File: config.mk
export PLATFORM = sky130hd
export DESIGN_NAME = mem_arbiter
export DESIGN_NICKNAME = d
export VERILOG_FILES = /design/src/rtl/mem_arb_pkg.sv /design/src/rtl/mem_arb_pick.sv /design/src/rtl/mem_arbiter.sv
export SDC_FILE = /design/constraint.sdc
export NUM_CORES = 1
export LEC_CHECK = 0
export ABC_AREA = 1
export CAP_MARGIN = 10
export CORE_AREA = 2 2 142 144
export CTS_CLUSTER_DIAMETER = 60
export DETAILED_ROUTE_END_ITERATION = 6
export DIE_AREA = 0 0 144 146
export GPL_TIMING_DRIVEN = 0
export RECOVER_POWER = 100
export SLEW_MARGIN = 10
export SYNTH_ARGS = -nofsm -noshare
export SYNTH_HDL_FRONTEND = slang
export SYNTH_SLANG_ARGS = --single-unit
File: constraint.sdc
create_clock -name clk -period 1.65 [get_ports clk]
set_input_delay 0.33 -clock clk [delete_from_list [all_inputs] [get_ports clk]]
set_output_delay 0.33 -clock clk [all_outputs]
set_load 0.05 [all_outputs]
File: src/rtl/mem_arb_pkg.sv
// rtl/mem_arb_pkg.sv - shared types and constants for the two-master memory arbiter
package mem_arb_pkg;

    typedef enum logic [1:0] {
        IDLE  = 2'd0,
        IF_RD = 2'd1,
        LS_RD = 2'd2,
        LS_WR = 2'd3
    } arb_state_e;

    typedef enum logic {
        GNT_IFU = 1'b0,
        GNT_LSU = 1'b1
    } grant_id_e;

    localparam logic [1:0] RESP_OKAY   = 2'b00;
    localparam logic [1:0] RESP_SLVERR = 2'b10;

endpackage

File: src/rtl/mem_arb_pick.sv
// rtl/mem_arb_pick.sv - grant selector; MEM_ARB_RR_EN switches fixed priority to round-robin
module mem_arb_pick
    import mem_arb_pkg::*;
(
    input  logic       ifu_req,
    input  logic       lsu_rd_req,
    input  logic       lsu_wr_req,
    input  grant_id_e  last_grant,
    output arb_state_e next_state
);

    logic ifu_turn;

`ifdef MEM_ARB_RR_EN
    logic lsu_req;
    assign lsu_req  = lsu_rd_req | lsu_wr_req;
    // IFU only overrides the LSU on contention when the LSU had the previous grant
    assign ifu_turn = ifu_req & lsu_req & (last_grant == GNT_LSU);
`else
    logic unused_last_grant;
    assign unused_last_grant = last_grant;
    assign ifu_turn          = 1'b0;
`endif

    always_comb begin
        next_state = IDLE;
        if (ifu_turn) begin
            next_state = IF_RD;
        end else if (lsu_wr_req) begin
            next_state = LS_WR;
        end else if (lsu_rd_req) begin
            next_state = LS_RD;
        end else if (ifu_req) begin
            next_state = IF_RD;
        end
    end

endmodule

File: src/rtl/mem_arbiter.sv
// rtl/mem_arbiter.sv - two-master AXI4-Lite arbiter, one transaction in flight; MEM_ARB_RR_EN enables round-robin
module mem_arbiter
    import mem_arb_pkg::*;
#(
    parameter int ADDR_W = 32,
    parameter int DATA_W = 32
) (
    input  logic                clk,
    input  logic                rst,
    input  logic [ADDR_W-1:0]   ifu_araddr,
    input  logic                ifu_arvalid,
    output logic                ifu_arready,
    output logic [DATA_W-1:0]   ifu_rdata,
    output logic [1:0]          ifu_rresp,
    output logic                ifu_rvalid,
    input  logic                ifu_rready,
    input  logic [ADDR_W-1:0]   lsu_araddr,
    input  logic                lsu_arvalid,
    output logic                lsu_arready,
    output logic [DATA_W-1:0]   lsu_rdata,
    output logic [1:0]          lsu_rresp,
    output logic                lsu_rvalid,
    input  logic                lsu_rready,
    input  logic [ADDR_W-1:0]   lsu_awaddr,
    input  logic                lsu_awvalid,
    output logic                lsu_awready,
    input  logic [DATA_W-1:0]   lsu_wdata,
    input  logic [DATA_W/8-1:0] lsu_wstrb,
    input  logic                lsu_wvalid,
    output logic                lsu_wready,
    output logic [1:0]          lsu_bresp,
    output logic                lsu_bvalid,
    input  logic                lsu_bready,
    output logic [ADDR_W-1:0]   mem_araddr,
    output logic                mem_arvalid,
    input  logic                mem_arready,
    input  logic [DATA_W-1:0]   mem_rdata,
    input  logic [1:0]          mem_rresp,
    input  logic                mem_rvalid,
    output logic                mem_rready,
    output logic [ADDR_W-1:0]   mem_awaddr,
    output logic                mem_awvalid,
    input  logic                mem_awready,
    output logic [DATA_W-1:0]   mem_wdata,
    output logic [DATA_W/8-1:0] mem_wstrb,
    output logic                mem_wvalid,
    input  logic                mem_wready,
    input  logic [1:0]          mem_bresp,
    input  logic                mem_bvalid,
    output logic                mem_bready
);

    arb_state_e state_q, state_d, pick_state;
    logic       aw_done_q, aw_done_d;
    logic       w_done_q, w_done_d;
    logic       wr_both_done;
    grant_id_e  last_grant;

    assign wr_both_done = aw_done_q & w_done_q;

    mem_arb_pick u_pick (
        .ifu_req    (ifu_arvalid),
        .lsu_rd_req (lsu_arvalid),
        .lsu_wr_req (lsu_awvalid | lsu_wvalid),
        .last_grant (last_grant),
        .next_state (pick_state)
    );

`ifdef MEM_ARB_RR_EN
    grant_id_e last_grant_q, last_grant_d;

    always_comb begin
        last_grant_d = last_grant_q;
        if (state_q == IDLE && pick_state != IDLE) begin
            last_grant_d = (pick_state == IF_RD) ? GNT_IFU : GNT_LSU;
        end
    end

    always_ff @(posedge clk) begin
        if (rst) begin
            last_grant_q <= GNT_LSU;
        end else begin
            last_grant_q <= last_grant_d;
        end
    end

    assign last_grant = last_grant_q;
`else
    assign last_grant = GNT_LSU;
`endif

    always_ff @(posedge clk) begin
        if (rst) begin
            state_q   <= IDLE;
            aw_done_q <= 1'b0;
            w_done_q  <= 1'b0;
        end else begin
            state_q   <= state_d;
            aw_done_q <= aw_done_d;
            w_done_q  <= w_done_d;
        end
    end

    always_comb begin
        state_d   = state_q;
        aw_done_d = aw_done_q;
        w_done_d  = w_done_q;
        case (state_q)
            IDLE: state_d = pick_state;
            IF_RD, LS_RD: begin
                if (mem_rvalid & mem_rready) begin
                    state_d = IDLE;
                end
            end
            LS_WR: begin
                if (mem_awvalid & mem_awready) aw_done_d = 1'b1;
                if (mem_wvalid & mem_wready)   w_done_d  = 1'b1;
                if (mem_bvalid & mem_bready) begin
                    state_d   = IDLE;
                    aw_done_d = 1'b0;
                    w_done_d  = 1'b0;
                end
            end
            default: state_d = IDLE;
        endcase
    end

    // Pure pass-through of the granted master; everything else is held at zero
    always_comb begin
        mem_araddr  = '0;
        mem_arvalid = 1'b0;
        mem_rready  = 1'b0;
        mem_awaddr  = '0;
        mem_awvalid = 1'b0;
        mem_wdata   = '0;
        mem_wstrb   = '0;
        mem_wvalid  = 1'b0;
        mem_bready  = 1'b0;
        ifu_arready = 1'b0;
        ifu_rdata   = '0;
        ifu_rresp   = RESP_OKAY;
        ifu_rvalid  = 1'b0;
        lsu_arready = 1'b0;
        lsu_rdata   = '0;
        lsu_rresp   = RESP_OKAY;
        lsu_rvalid  = 1'b0;
        lsu_awready = 1'b0;
        lsu_wready  = 1'b0;
        lsu_bresp   = RESP_OKAY;
        lsu_bvalid  = 1'b0;
        case (state_q)
            IF_RD: begin
                mem_araddr  = ifu_araddr;
                mem_arvalid = ifu_arvalid;
                ifu_arready = mem_arready;
                ifu_rdata   = mem_rdata;
                ifu_rresp   = mem_rresp;
                ifu_rvalid  = mem_rvalid;
                mem_rready  = ifu_rready;
            end
            LS_RD: begin
                mem_araddr  = lsu_araddr;
                mem_arvalid = lsu_arvalid;
                lsu_arready = mem_arready;
                lsu_rdata   = mem_rdata;
                lsu_rresp   = mem_rresp;
                lsu_rvalid  = mem_rvalid;
                mem_rready  = lsu_rready;
            end
            LS_WR: begin
                mem_awaddr  = lsu_awaddr;
                mem_awvalid = lsu_awvalid & ~aw_done_q;
                lsu_awready = mem_awready & ~aw_done_q;
                mem_wdata   = lsu_wdata;
                mem_wstrb   = lsu_wstrb;
                mem_wvalid  = lsu_wvalid & ~w_done_q;
                lsu_wready  = mem_wready & ~w_done_q;
                // the response is only meaningful once both address and data were accepted
                lsu_bvalid  = mem_bvalid & wr_both_done;
                mem_bready  = lsu_bready & wr_both_done;
                lsu_bresp   = wr_both_done ? mem_bresp : RESP_OKAY;
            end
            default: ;
        endcase
    end

endmodule
==> results of run 1 <==
cells by family after synthesis:
family / after synthesis / share of synthesized area (%)
AO/OA/AOI/OAI: 41 / 10.5
adder cells (fa/ha/maj): 4 / 2.52
flip-flops: 4 / 4.03
buffers and inverters: 181 / 37.2
AND/OR/NAND/NOR: 236 / 45.7
state kept, by name, indices dropped and copies added (netlist names):
signal	cells
w_done_q	1
aw_done_q	1
state_q	2
what timing repair did:
action,CTS,global route
pin swaps,3,2
gates resized for setup,1502,207
hold buffers,0,0
cloned,14,0
endpoints found under the setup margin,182,184
buffers inserted,30,11
area by class of cell:
type,instances,area [um^2]
Tap cell,265,332
Sequential cell,4,87.6
Multi-Input combinational cell,281,2120
Fill cell,1882,10800
Clock buffer,3,75.1
Buffer,23,382
Inverter,154,603
Timing Repair inverter,1,8.76
Timing Repair Buffer,411,4940
power by group through the flow:
stage	logic [mW]	registers [mW]	clock network, mW
final	11.1	0.175	0.379
after global routing	11.6	0.180	0.387
after CTS	10.5	0.176	0.381
after detailed placement	7.35	0.146	0
after global placement	7.33	0.146	0
after floorplan	4.84	0.140	0
critical path, stage by stage, from the launching register on:
cell and delay, ns:
dfxtp_4 0.37, inv_4 0.05, buf_6 0.11, ha_4 0.33, inv_8 0.07, clkbuf_16 0.17, a21oi_4 0.15, buf_8 0.17
cell usage in the layout, fill, tap and decap left out, types with 4 or more instances in the layout:
| cell type | instances |
|---|---|
| nand2_2 | 19 |
| nand2_4 | 59 |
| buf_8 | 88 |
| a21oi_1 | 4 |
| buf_6 | 122 |
| nor2_1 | 6 |
| buf_16 | 5 |
| clkbuf_16 | 9 |
| buf_4 | 10 |
| buf_12 | 21 |
| nand2_1 | 141 |
| inv_4 | 7 |
| clkdlybuf4s50_1 | 181 |
| a21oi_4 | 33 |
| inv_1 | 77 |
| inv_2 | 69 |
layer usage:
| metal | track usage, % | part of all wire, % | up-vias | wire length [um] |
|---|---|---|---|---|
| met4 | 3.38 | 1.6 | 2 | 286 |
| met3 | 2.86 | 8.6 | 16 | 1520 |
| met2 | 30.1 | 54 | 231 | 9570 |
| met1 | 17.0 | 35 | 1911 | 6210 |
| li1 | - | - | 2112 | - |
| met5 | 0 | 0.074 | - | 13 |
how the worst max path moves through the flow:
stage                           from       endpoint  slack [ns]
after floorplan           state_q[0]  mem_araddr[0]       -0.07
after global placement    state_q[0]     mem_rready       -0.93
after detailed placement  state_q[0]     mem_rready       -0.92
after CTS                 state_q[0]     mem_rready       -0.36
after global routing      state_q[0]     mem_rready       -0.37
final                     state_q[0]     mem_rready       -0.33
through the flow:
step / cells / power [mW] / hold WS (ns) / cell area [um^2]
global placement: 1094 / 7.48 / 0.529 / 6330
finish: 1142 / 11.7 / 0.541 / 8550
CTS: 1141 / 11.0 / 0.546 / 7990
floorplan: 466 / 4.98 / 0.475 / 2360
detailed placement: 1094 / 7.49 / 0.539 / 6330
global route: 1142 / 12.2 / 0.558 / 8550
==> impl_metrics.yaml, run 1 <==
status:
  outcome: "complete, but fails checks"
  violations: "negative setup slack"
yosys:
  synth_commonest_cells: "217 x nand2_1, 151 x inv_1, 38 x a21oi_1"
  synth_edf_count: 0
  yosys-top-cells-area: "nand2_1 41%, inv_1 29%, a21oi_1 9.6%, dfxtp_1 4.0%, buf_2 3.8%"
  netlist_area_um2: 1990
  ys_ff_latch: 4
  avgSynthCellArea_um2: 4.26
  seq_area_frac_synth_pct: 4.03
  yosysTopAreaCellShare_pct: 41.0
  yosysWarnings: 0
  synthArstFlopShare_pct: 0
  syn-num-nets: 652
  synth.distinct_cells: 17
  ys.flop_type: "dfxtp_1"
  synth.most_common_cell: "nand2_1"
  postSynthCellCount: 466
  synth_area_leader_cell: "nand2_1"
clock_tree:
  cts_buffer_depth: 2
  htreeDepth: 1
  clk_pin_slew_ns: 0.03
  cts_tree: "yes"
  clock_latency_ns: 0.23
  clockRootBuffer: "clkbuf_16"
  cts.sinks: 4
  cts_buffers: 3
timing:
  max_slew_margin_pct: 83.0
  worstMarginPinSlew_ns: 0.254
  finalWorstSetupSlack_ns: -0.327
  tns_ns: -30.12
  timing.final.crit_share_pct: 120
  fin_crit_ns: 1.98
  drv_slew: 0
  setup_viol: 180
  rsz0062_at_grt: "true"
  fmax_mhz: 506
  clock_skew_ns: 0.00164
  final_hold_viol_count: 0
final_layout:
  syn2layout_area_growth_pct: 330
  drive_above_1_share_pct: 52.6
  nNetsFinal: 1065
  utilization_pct: 44.2
  n_antenna_cell: 0
detailed_routing:
  wire_per_inst_um: 15.4
  ant_nets: 0
  drt-pass1-iter-count: 4
  drc: 0
  drt-initial-drc-count: 59
  wl_um: 17600
  num_vias: 4272
  routed_via_density: 3.74
pwr:
  swShare_pct: 53.9
  p_leak_nw: 4.61
  peakVddDrop_mv: 1.02
  pwr-share-seq_pct: 1.5
  clockPowerShare_pct: 3.2
  p_comb_share_pct: 95.3
  p_per_area_nw_per_um2: 1370
  p_sw_mw: 6.29
  internal_power_mw: 5.38
place:
  port_buffers: 363
  hpwl_um: 13300
  place_ws_ns: -0.923
  gp_congestion: 0.756
floorplan:
  core-area_um2: 19300
  io_pins: 364
  rows: 51
  die_h_um: 146
  start_util_pct: 10.3
  dieWidth_um: 144
  fp.dieArea_um2: 21000
grt:
  antenna_found_initial: 1
  grt_max_degree: 11
  grt_use_total_pct: 15.5
  grt_overflow_total: 0
  first_global_vias: 4449
  grt_pass1_wl_um: 25200
critical_path:
  rrSetupSlack_ns: 0.04
  required_ns: 1.32
  reg2reg_to: "state_q[0]"
  r2r_cells: 10
  worstPathMaxFanout: 5
  cp-end-kind: "primary output"
  arrival_ns: 1.65
  crit_type: "register to primary output"
  worstSetupStartpointType: "register"
  worstReg2RegStart: "state_q[1]"
min_path:
  holdCritStartpoint: "state_q[1]"
  whs_path_depth: 2
  hold_class: "register to register"
  hold_path_end: "state_q[1]"
job:
  maxCapViolations: 0
(Power assumes the default switching activity.)
==> inputs of run 2 (changes only) <==
- ABC_CLOCK_PERIOD_IN_PS: default -> 1650
- RECOVER_POWER: 100 -> default
- SKIP_LAST_GASP: default -> 1
==> impl_metrics.yaml, run 2 (same netlist as run 1, synthesis figures left out) <==
status:
  outcome: "complete, but fails checks"
  violations: "negative setup slack"
critical_path:
  cp-endpoint: "mem_rready"
  worstPathMaxFanout: 5
  required_ns: 1.32
  worstReg2RegStart: "state_q[1]"
  rrSetupSlack_ns: 0.02
  worstSetupStartpointType: "register"
  cp-end-kind: "primary output"
  r2r_cells: 10
  crit_type: "register to primary output"
  arrival_ns: 1.65
  reg2reg_to: "state_q[0]"
  cp-startpoint: "state_q[0]"
final_layout:
  final_common_cell: "clkdlybuf4s50_1"
  largest_reg_flops: 2
  largest_register: "state_q"
  largestRegisters: "state_q (2), aw_done_q (1), w_done_q (1)"
  nNetsFinal: 1070
  seqCellArea_um2: 87.6
  drive_above_1_share_pct: 52.3
  utilization_pct: 44.2
  nFillCells: 1869
  syn2layout_area_growth_pct: 330
  stdcell_area_um2: 8540
  n_antenna_cell: 0
  multi_input_area_um2: 2100
  final_cell_mix: "181 x clkdlybuf4s50_1, 143 x nand2_1, 127 x buf_6"
detailed_routing:
  num_vias: 4296
  wl_um: 17600
  drt-pass1-iter-count: 4
  wire_per_inst_um: 15.3
  drt-initial-drc-count: 56
  drc: 0
  routed_via_density: 3.75
  ant_nets: 0
timing:
  drv_slew: 0
  max_slew_margin_pct: 83.1
  rsz0062_at_grt: "true"
  hold_ws_ns: 0.543
  final_hold_viol_count: 0
  clock_skew_ns: 0.00157
  setup_viol: 179
  fmax_mhz: 504
  worstMarginPinSlew_ns: 0.252
  fin_crit_ns: 1.98
  finalWorstSetupSlack_ns: -0.332
  timing.final.crit_share_pct: 120
min_path:
  hold_class: "register to register"
pwr:
  pwr-share-seq_pct: 1.5
  peakVddDrop_mv: 1.02
  p_per_area_nw_per_um2: 1370
  p_comb_share_pct: 95.3
  p_sw_mw: 6.28
  swShare_pct: 53.8
  internal_power_mw: 5.39
  p_leak_nw: 4.60
  design_power_total_mw: 11.7
  clockPowerShare_pct: 3.2
grt:
  first_global_vias: 4413
  grt_use_total_pct: 15.4
  grt_pass1_wl_um: 25100
  antenna_found_initial: 1
  grt_overflow_total: 0
  grt_max_degree: 11
floorplan:
  fp.dieArea_um2: 21000
  start_util_pct: 10.3
  die_h_um: 146
  io_pins: 364
  dieWidth_um: 144
  rows: 51
  core-area_um2: 19300
clock_tree:
  clock_latency_ns: 0.23
  clockRootBuffer: "clkbuf_16"
  cts_buffer_depth: 2
  cts_tree: "yes"
  cts_buffers: 3
  clk_pin_slew_ns: 0.03
  cts_hold_buf: 0
  cts.sinks: 4
  htreeDepth: 1
job:
  maxCapViolations: 0
place:
  place_ws_ns: -0.923
  port_buffers: 363
  gp_congestion: 0.756
  hpwl_um: 13300
  placed_area_um2: 6330
[run 2: cell types whose count changed in the layout (fill, tap and decap cells not counted), sizes merged]
cell  previous run  this run
buf            246       251
[run 2: per-layer routing]
metal / up-vias / wire, um / track usage [%]
met5: - / 10 / 0
met2: 236 / 9550 / 29.9
met4: 2 / 278 / 3.38
li1: 2111 / - / -
met3: 17 / 1560 / 2.86
met1: 1930 / 6170 / 17.0
[run 2: area by class of cell]
class                      instances  area share [%]
timing repair buffer             415            58.0
timing repair inverter             1           0.103
inverter                         154            7.06
tap                              265            3.88
clock buffer                       3           0.879
buffer                            24            4.53
sequential                         4            1.03
multi-input combinational        281            24.6
[run 2: power groups by stage]
stage                     clock [mW]  sequential, mW  combinational (mW)
after floorplan                    0           0.140                4.84
after global placement             0           0.146                7.33
after detailed placement           0           0.146                7.35
after CTS                      0.381           0.176                10.4
after global routing           0.387           0.180                11.6
final                          0.379           0.176                11.1
[run 2: how the worst min path moves through the flow]
stage,startpoint,end,slack (ns),depth (start not counted)
finish,state_q[1],state_q[1],0.54,2
global route,state_q[1],state_q[1],0.56,2
CTS,state_q[1],state_q[1],0.55,2
detailed placement,aw_done_q,aw_done_q,0.54,2
global placement,aw_done_q,aw_done_q,0.53,2
floorplan,mem_awready,aw_done_q,0.47,2
[run 2: what timing repair did]
item	CTS	global route
endpoints found under the setup margin	182	184
buffers inserted	30	16
gates resized for setup	1474	214
gates cloned	14	0
pin swaps	3	3
[run 2: per-stage QoR]
step                      instances  TNS [ns]
final                          1147    -32.13
after global placement         1094   -122.53
after floorplan                 466     -2.59
after global routing           1147    -42.37
after CTS                      1141    -32.48
after detailed placement       1094   -124.04
[run 2: critical path: stages (launching register included)]
cell       delay (ns)
dfxtp_4          0.37
inv_4            0.05
buf_6            0.11
ha_4             0.33
inv_8            0.07
clkbuf_16        0.17
a21oi_4          0.15
buf_8            0.17
